`config.mk`:
```
export PLATFORM = sky130hd
export DESIGN_NAME = axi_lite_master_ctrl
export DESIGN_NICKNAME = d
export VERILOG_FILES = /design/src/rtl/axi_lite_pkg.sv /design/src/rtl/axi_lite_watchdog.sv /design/src/rtl/axi_lite_master_ctrl.sv
export SDC_FILE = /design/constraint.sdc
export NUM_CORES = 1
export LEC_CHECK = 0
export CAP_MARGIN = 20
export CELL_PAD_IN_SITES_DETAIL_PLACEMENT = 1
export CELL_PAD_IN_SITES_GLOBAL_PLACEMENT = 2
export CORE_AREA = 5 5 142 144
export CTS_CLUSTER_DIAMETER = 200
export DETAILED_ROUTE_END_ITERATION = 10
export DIE_AREA = 0 0 147 149
export GPL_TIMING_DRIVEN = 0
export PLACE_DENSITY = 0.82
export SKIP_LAST_GASP = 1
export SLEW_MARGIN = 20
export SYNTH_ARGS = -nofsm -noshare
export SYNTH_HDL_FRONTEND = slang
export SYNTH_SLANG_ARGS = --single-unit
```
`constraint.sdc`:
```
create_clock -name ACLK -period 5.3 [get_ports ACLK]
set_clock_uncertainty 0.15 [all_clocks]
set_input_delay 0.53 -clock ACLK [delete_from_list [all_inputs] [get_ports ACLK]]
set_output_delay 0.53 -clock ACLK [all_outputs]
set_load 0.005 [all_outputs]
```
`src/rtl/axi_lite_pkg.sv`:
```
// Shared definitions for the AXI4-Lite master controller.
// Response encodings and the controller state type.
package axi_lite_pkg;

   localparam logic [1:0] RESP_OKAY   = 2'b00;
   localparam logic [1:0] RESP_EXOKAY = 2'b01;
   localparam logic [1:0] RESP_SLVERR = 2'b10;
   localparam logic [1:0] RESP_DECERR = 2'b11;

   typedef enum logic [2:0] {
      ST_IDLE,
      ST_WR_REQ,
      ST_WR_RESP,
      ST_RD_REQ,
      ST_RD_DATA,
      ST_RSP
   } state_e;

endpackage

```
`src/rtl/axi_lite_watchdog.sv`:
```
// Transaction watchdog: counts cycles while run_i is high.
// expire_o pulses on the LIMIT-th consecutive running cycle.
module axi_lite_watchdog #(
   parameter int unsigned LIMIT = 1024
) (
   input  logic clk_i,
   input  logic rst_i,
   input  logic run_i,
   output logic expire_o
);

   localparam int unsigned CW = $clog2(LIMIT);

   logic [CW-1:0] count_q, count_d;

   always_comb begin
      count_d = '0;
      if (run_i) count_d = count_q + CW'(1);
   end

   always_ff @(posedge clk_i or posedge rst_i) begin
      if (rst_i) count_q <= '0;
      else       count_q <= count_d;
   end

   assign expire_o = run_i && (count_q == CW'(LIMIT - 1));

endmodule

```
`src/rtl/axi_lite_master_ctrl.sv`:
```
// Single-outstanding AXI4-Lite master behind a command/response port.
// Define AXIL_TIMEOUT_EN to abort stalled transactions with SLVERR.
module axi_lite_master_ctrl
   import axi_lite_pkg::*;
#(
   parameter int unsigned ADDR_WIDTH     = 32,
   parameter int unsigned DATA_WIDTH     = 32,
   parameter logic [2:0]  PROT           = 3'b000,
   parameter int unsigned TIMEOUT_CYCLES = 1024
) (
   input  logic                    ACLK,
   input  logic                    ARESET,
   input  logic                    CMD_VALID,
   output logic                    CMD_READY,
   input  logic                    CMD_WRITE,
   input  logic [ADDR_WIDTH-1:0]   CMD_ADDR,
   input  logic [DATA_WIDTH-1:0]   CMD_WDATA,
   input  logic [DATA_WIDTH/8-1:0] CMD_WSTRB,
   output logic                    RSP_VALID,
   input  logic                    RSP_READY,
   output logic [DATA_WIDTH-1:0]   RSP_RDATA,
   output logic [1:0]              RSP_RESP,
   output logic [ADDR_WIDTH-1:0]   AWADDR,
   output logic [2:0]              AWPROT,
   output logic                    AWVALID,
   input  logic                    AWREADY,
   output logic [DATA_WIDTH-1:0]   WDATA,
   output logic [DATA_WIDTH/8-1:0] WSTRB,
   output logic                    WVALID,
   input  logic                    WREADY,
   input  logic [1:0]              BRESP,
   input  logic                    BVALID,
   output logic                    BREADY,
   output logic [ADDR_WIDTH-1:0]   ARADDR,
   output logic [2:0]              ARPROT,
   output logic                    ARVALID,
   input  logic                    ARREADY,
   input  logic [DATA_WIDTH-1:0]   RDATA,
   input  logic [1:0]              RRESP,
   input  logic                    RVALID,
   output logic                    RREADY
);

   if (!(DATA_WIDTH == 32 || DATA_WIDTH == 64)) begin : g_bad_dw
      $error("DATA_WIDTH must be 32 or 64");
   end
   if (TIMEOUT_CYCLES < 2) begin : g_bad_to
      $error("TIMEOUT_CYCLES must be at least 2");
   end

   state_e                  state_q;
   logic                    cmd_ready_q, rsp_valid_q;
   logic                    awvalid_q, wvalid_q, bready_q;
   logic                    arvalid_q, rready_q;
   logic [ADDR_WIDTH-1:0]   addr_q;
   logic [DATA_WIDTH-1:0]   wdata_q, rdata_q;
   logic [DATA_WIDTH/8-1:0] wstrb_q;
   logic [1:0]              resp_q;
   logic                    expire;
   logic                    aw_ok, w_ok;

`ifdef AXIL_TIMEOUT_EN
   logic wd_run;

   assign wd_run = (state_q != ST_IDLE) && (state_q != ST_RSP);

   axi_lite_watchdog #(
      .LIMIT (TIMEOUT_CYCLES)
   ) u_watchdog (
      .clk_i    (ACLK),
      .rst_i    (ARESET),
      .run_i    (wd_run),
      .expire_o (expire)
   );
`else
   assign expire = 1'b0;
`endif

   // A channel is finished once its VALID is low or is handshaking now.
   assign aw_ok = !awvalid_q || AWREADY;
   assign w_ok  = !wvalid_q || WREADY;

   always_ff @(posedge ACLK or posedge ARESET) begin
      if (ARESET) begin
         state_q     <= ST_IDLE;
         cmd_ready_q <= 1'b1;
         rsp_valid_q <= 1'b0;
         awvalid_q   <= 1'b0;
         wvalid_q    <= 1'b0;
         bready_q    <= 1'b0;
         arvalid_q   <= 1'b0;
         rready_q    <= 1'b0;
         addr_q      <= '0;
         wdata_q     <= '0;
         wstrb_q     <= '0;
         rdata_q     <= '0;
         resp_q      <= '0;
      end else if (expire) begin
         awvalid_q   <= 1'b0;
         wvalid_q    <= 1'b0;
         bready_q    <= 1'b0;
         arvalid_q   <= 1'b0;
         rready_q    <= 1'b0;
         rdata_q     <= '0;
         resp_q      <= RESP_SLVERR;
         rsp_valid_q <= 1'b1;
         state_q     <= ST_RSP;
      end else begin
         unique case (state_q)
            ST_IDLE: begin
               if (CMD_VALID) begin
                  cmd_ready_q <= 1'b0;
                  addr_q      <= CMD_ADDR;
                  if (CMD_WRITE) begin
                     wdata_q   <= CMD_WDATA;
                     wstrb_q   <= CMD_WSTRB;
                     awvalid_q <= 1'b1;
                     wvalid_q  <= 1'b1;
                     state_q   <= ST_WR_REQ;
                  end else begin
                     arvalid_q <= 1'b1;
                     state_q   <= ST_RD_REQ;
                  end
               end
            end
            ST_WR_REQ: begin
               if (AWREADY) awvalid_q <= 1'b0;
               if (WREADY)  wvalid_q  <= 1'b0;
               if (aw_ok && w_ok) begin
                  bready_q <= 1'b1;
                  state_q  <= ST_WR_RESP;
               end
            end
            ST_WR_RESP: begin
               if (BVALID) begin
                  bready_q    <= 1'b0;
                  resp_q      <= BRESP;
                  rdata_q     <= '0;
                  rsp_valid_q <= 1'b1;
                  state_q     <= ST_RSP;
               end
            end
            ST_RD_REQ: begin
               if (ARREADY) begin
                  arvalid_q <= 1'b0;
                  rready_q  <= 1'b1;
                  state_q   <= ST_RD_DATA;
               end
            end
            ST_RD_DATA: begin
               if (RVALID) begin
                  rready_q    <= 1'b0;
                  rdata_q     <= RDATA;
                  resp_q      <= RRESP;
                  rsp_valid_q <= 1'b1;
                  state_q     <= ST_RSP;
               end
            end
            ST_RSP: begin
               if (RSP_READY) begin
                  rsp_valid_q <= 1'b0;
                  cmd_ready_q <= 1'b1;
                  state_q     <= ST_IDLE;
               end
            end
            default: state_q <= ST_IDLE;
         endcase
      end
   end

   assign CMD_READY = cmd_ready_q;
   assign RSP_VALID = rsp_valid_q;
   assign RSP_RDATA = rdata_q;
   assign RSP_RESP  = resp_q;
   assign AWADDR    = addr_q;
   assign AWPROT    = PROT;
   assign AWVALID   = awvalid_q;
   assign WDATA     = wdata_q;
   assign WSTRB     = wstrb_q;
   assign WVALID    = wvalid_q;
   assign BREADY    = bready_q;
   assign ARADDR    = addr_q;
   assign ARPROT    = PROT;
   assign ARVALID   = arvalid_q;
   assign RREADY    = rready_q;

endmodule

```
# [After elaboration in Yosys (flattened, before gate mapping)]
# Cells that the tools add are included.
[word_totals] register_bits=112 in_bits=114 output_inout_bits=147 elab_cells=89
[op_classes] eq_ne=15 n_mux=37 n_reduce_logical=24
[ops] op="$mux 32" n=2
[ops] op="$pmux 32 s2" n=1
[ops] op="$ne 2x2->1 const B" n=10
[ops] op="$mux 3" n=6
[ops] op="$pmux 3 s6" n=1
[ops] op="$mux 1" n=16
[ops] op="$reduce_and 4->1" n=4
[ops] op="$reduce_and 3->1" n=5
[ops] op="$pmux 1 s2" n=6
[ops] op="$reduce_bool 2->1" n=6
[ops] op="$eq 3x2->1 const B" n=2
[ops] op="$eq 3x3->1 const B" n=2
[ops] op="$mux 2" n=3
[ops] op="$reduce_and 6->1" n=1
[ops] op="$pmux 2 s2" n=1
[ops] op="$eq 3x1->1 const B" n=1
[ops] op="$logic_not 3->1" n=1
[ops] op="$pmux 1 s3" n=1
[ops] op="$reduce_bool 3->1" n=1
[ops] op="$logic_not 1->1" n=2
[ops] op="$logic_or 1x1->1" n=2
[ops] op="$reduce_and 2->1" n=1
[ops] op="$logic_and 1x1->1" n=1

# [Logic depth before layout (Yosys ltp)]
[depth] ltp_word=5 ltp_mapped=6 ltp_nobuf=4

# [Worst setup path before layout]
# OpenSTA, ideal clock, no wires.
[synth_path] path_type="input -> register" from="input port CMD_VALID" to="register wdata_q[0], in the netlist WDATA[0]" setup_ns=0.128 arrival_time_ns=1.546 required_ns=5.022 slack_ns=3.477 stages=4 n_path_buf=1 cell_sequence="nor4b_4 nand2_2 buf_2 mux2_1"
[synth_via] elab_chain_len=1
[synth_rtl] item="start: declaration" line_no="axi_lite_master_ctrl.sv:13" text="input logic CMD_VALID,"
[synth_rtl] item="$reduce_and 3->1 (no source line)"
[synth_rtl] item="end signal: assignment" line_no="axi_lite_master_ctrl.sv:94" text="wdata_q <= '0;"
[synth_rtl] item="end signal: assignment" line_no="axi_lite_master_ctrl.sv:115" text="wdata_q <= CMD_WDATA;"
[synth_rtl] item="end: declaration" line_no="axi_lite_master_ctrl.sv:56" text="logic [DATA_WIDTH-1:0] wdata_q, rdata_q;"
# Every way passes these cells.
# A chain may end at the register's enable or synchronous reset.

# [Worst setup path after layout]
[layout_path] from="input port CMD_VALID" to="register wdata_q[1], in the netlist WDATA[1]"
# The elaborated chain is that of the path after synthesis.

==> flow_metrics.tcl <==
set metrics [dict create \
    cts_num_sinks 112 \
    tightest_slew_ns 0.576 \
    die_w_um 147 \
    core_mm2 0.0186 \
    grt_pass1_wl_um 23700 \
    grt-ovfl-total 0 \
    post_cts_resized 0 \
    cp_max_fo 10 \
    crit_family "buffers and inverters" \
    area_delta_synth_final_pct 69.3 \
    setup_viol 0 \
    synth.distinct_cells 32 \
    crit-reg2reg-launch "state_q[1]" \
    holdBufCountCts 0 \
    post_cts_buffers 0 \
    antenna_cells 0 \
    ctsRootBufferMaster "clkbuf_16" \
    cp_slowest_cell "clkdlybuf4s50_1" \
    finalHoldViolCount 0 \
    drt-total-wl_um 15100 \
    syn_inst 330 \
    drive_gt1_frac 0.180 \
    htree_num_levels 3 \
    synth_area_leaders "dfrtp_1 (60%), mux2_2 (9.6%), mux2_1 (7.4%), buf_4 (6.2%), a22o_1 (6.1%)" \
    cp.arrival_ns 2.57 \
    p_total_uw 4320 \
    via_per_inst 4.40 \
    netlist_area_mm2 0.00459 \
    drtIter0Drc 86 \
    cpPeakStageDelay_ns 0.58 \
    antenna_found_initial 0 \
    dpl_worst_slack_ns 2.40 \
    ys_warn_count 0 \
    criticalPathCategory "input pin to flip-flop" \
    ys_seq_area_frac 0.610 \
    grt_pass1_vias 4204 \
    cts_inserted_buffers 9 \
    finalSetupTns_ns 0 \
    syn_avg_cell_area_um2 13.9 \
    end_kind "flip-flop" \
    placed_cell_area_mm2 0.00748 \
    hold_path.class "flip-flop to flip-flop" \
    dieArea_mm2 0.0219 \
    io_buffers 254 \
    detail-route-antenna-nets 0 \
    grt.met2_usage 0.233 \
    cellPowerDensity_mw_per_mm2 555 \
    period_needed_ns 2.49 \
    num_io_pins 261 \
    path_buf_inv 2 \
    synth.top_cell.area_share 0.605 \
    worstSkewPairLatency_ns 0.34 \
    gp_congestion 0.762 \
    cap_violations 0 \
    start_util 0.247 \
    grt_max_degree 76 \
    die_h_um 149 \
    finalWorstSetupSlack_ns 2.81 \
    rsz0062_at_grt "false" \
    maxSlewViolCount 0 \
    nFillCells 1963 \
    drc 0 \
    cts_tree "built" \
    grtUsageMet3 0.0474 \
    finalNonFillerCells 840 \
    crit_required_ns 5.38 \
    gr-max-usage-layer "met2" \
    cts.clk_slew.worst_paths_ns 0.08 \
    period_share 0.470 \
    dr_total_vias 3696 \
    num_rows 50 \
    fmaxAchievable_mhz 402 \
    dp_cells 824 \
    crit_chain "clkdlybuf4s50_1, nor4b_4, nand2_2, buf_2, mux2_1" \
    ir_worst_vdd_mv 0.176 \
    worstSetupStartpoint "CMD_VALID" \
    dr.pass1.iters 4 \
    hpwl_um 12000 \
    grtUsageTotal 0.136 \
    layout.nets 715 \
    synth-seq-cells 112 \
    clock_path_buffers 2 \
    status "completed" \
    leakagePower_uw 0.00331 \
    fin_area_mm2 0.00778 \
    slew_headroom 0.614 \
    startpoint_type "input pin" \
    hold_path_startpoint "WDATA[22]" \
    wire_per_inst_um 17.9 \
    gr-usage-met1 0.162 \
    yosys.area.top_type "dfrtp_1" \
]
## path summary, 6_finish.rpt
check	endpoint	slack (ns)	cells past startpoint
max in group asynchronous	CMD_READY	3.86	3
min reg2reg	WDATA[22]	0.35	1
min in group asynchronous	WDATA[12]	0.39	2
max	WDATA[1]	2.81	5
min	WDATA[22]	0.35	1
max reg2reg	WDATA[1]	3.09	4
## registers in the layout, summed over array words and instances, names as in the netlist
name	flops
WSTRB	4
WDATA	32
WVALID	1
ARADDR	32
RSP_VALID	1
RSP_RDATA	32
RSP_RESP	2
state_q	3
BREADY	1
ARVALID	1
CMD_READY	1
AWVALID	1
RREADY	1
## cells in the final DEF, fill, tap and decap left out
master,Yosys,layout
o2bb2ai_1,1,1
o41ai_1,1,1
inv_6,0,1
and3_1,1,1
clkbuf_1,5,6
clkinv_4,0,2
a22o_1,32,32
o21ai_0,5,5
a32oi_1,1,1
o31ai_1,2,2
buf_1,1,1
a22oi_1,1,1
dfstp_2,1,1
a21oi_1,9,9
inv_1,5,4
nand3b_1,2,2
mux2_1,30,30
buf_16,0,1
a21o_1,2,2
nor4b_1,1,1
dfrtp_1,111,111
conb_1,1,6
mux2_2,39,39
clkinvlp_4,0,3
clkbuf_16,0,9
nor3b_1,1,1
mux2i_1,3,3
a31oi_1,4,4
nor2b_1,2,2
nor4bb_1,1,1
buf_2,12,12
buf_4,38,38
nor4b_4,1,1
nand2_1,9,9
nand2_2,1,1
nor2_1,6,6
clkdlybuf4s50_1,0,254
bufinv_16,0,1
a211oi_1,1,1
## cell type report
| type | instances | area, µm² | area share |
|---|---|---|---|
| Buffer | 56 | 368 | 0.0473 |
| Clock buffer | 10 | 229 | 0.0294 |
| Clock inverter | 6 | 70.1 | 0.00901 |
| Inverter | 5 | 23.8 | 0.00306 |
| Multi-Input combinational cell | 162 | 1420 | 0.183 |
| Sequential cell | 112 | 2800 | 0.360 |
| Tap cell | 234 | 293 | 0.0376 |
| Timing Repair Buffer | 255 | 2570 | 0.330 |
## Yosys cell counts
cell type	instances
a211oi_1	1
a21o_1	2
a21oi_1	9
a22o_1	32
a22oi_1	1
a31oi_1	4
a32oi_1	1
and3_1	1
buf_1	1
buf_2	12
buf_4	38
clkbuf_1	5
conb_1	1
dfrtp_1	111
dfstp_2	1
inv_1	5
mux2_1	30
mux2_2	39
mux2i_1	3
nand2_1	9
nand2_2	1
nand3b_1	2
nor2_1	6
nor2b_1	2
nor3b_1	1
nor4b_1	1
nor4b_4	1
nor4bb_1	1
o21ai_0	5
o2bb2ai_1	1
o31ai_1	2
o41ai_1	1
## per-stage QoR
step | hold WS (ns) | utilization
after floorplan | 0.323 | -
after detailed placement | 0.332 | 0.403
after global placement | 0.318 | 0.401
after global routing | 0.370 | 0.419
final | 0.346 | 0.419
after CTS | 0.352 | 0.419
## logic make-up (layout without fill, tap and decap cells)
family          after synthesis  after routing  share of synthesized area
flops                       112            112                      0.610
mux                          72             72                      0.176
buf+inv                      61            332                     0.0842
compound gates               59             59                     0.0972
simple gates                 25             25                     0.0319
other cells                   1              6                   0.000816
## worst register-to-register path: stages, from the launching register on
cell and delay [ns]:
dfrtp_1 0.45, nor4b_4 0.58, nand2_2 0.28, buf_2 0.28, mux2_1 0.35
## routing by layer
metal | up-vias | wire length [µm]
li1 | 1674 | -
met1 | 1824 | 6210
met2 | 184 | 7400
met3 | 14 | 1220
met4 | 0 | 235
met5 | - | 0
## where the power goes
group	internal (µW)	total, µW	switching [µW]
Combinational	1430	2100	673
Clock	369	691	322
Sequential	1250	1530	275
No activity file was read; power rests on OpenSTA's default activity.
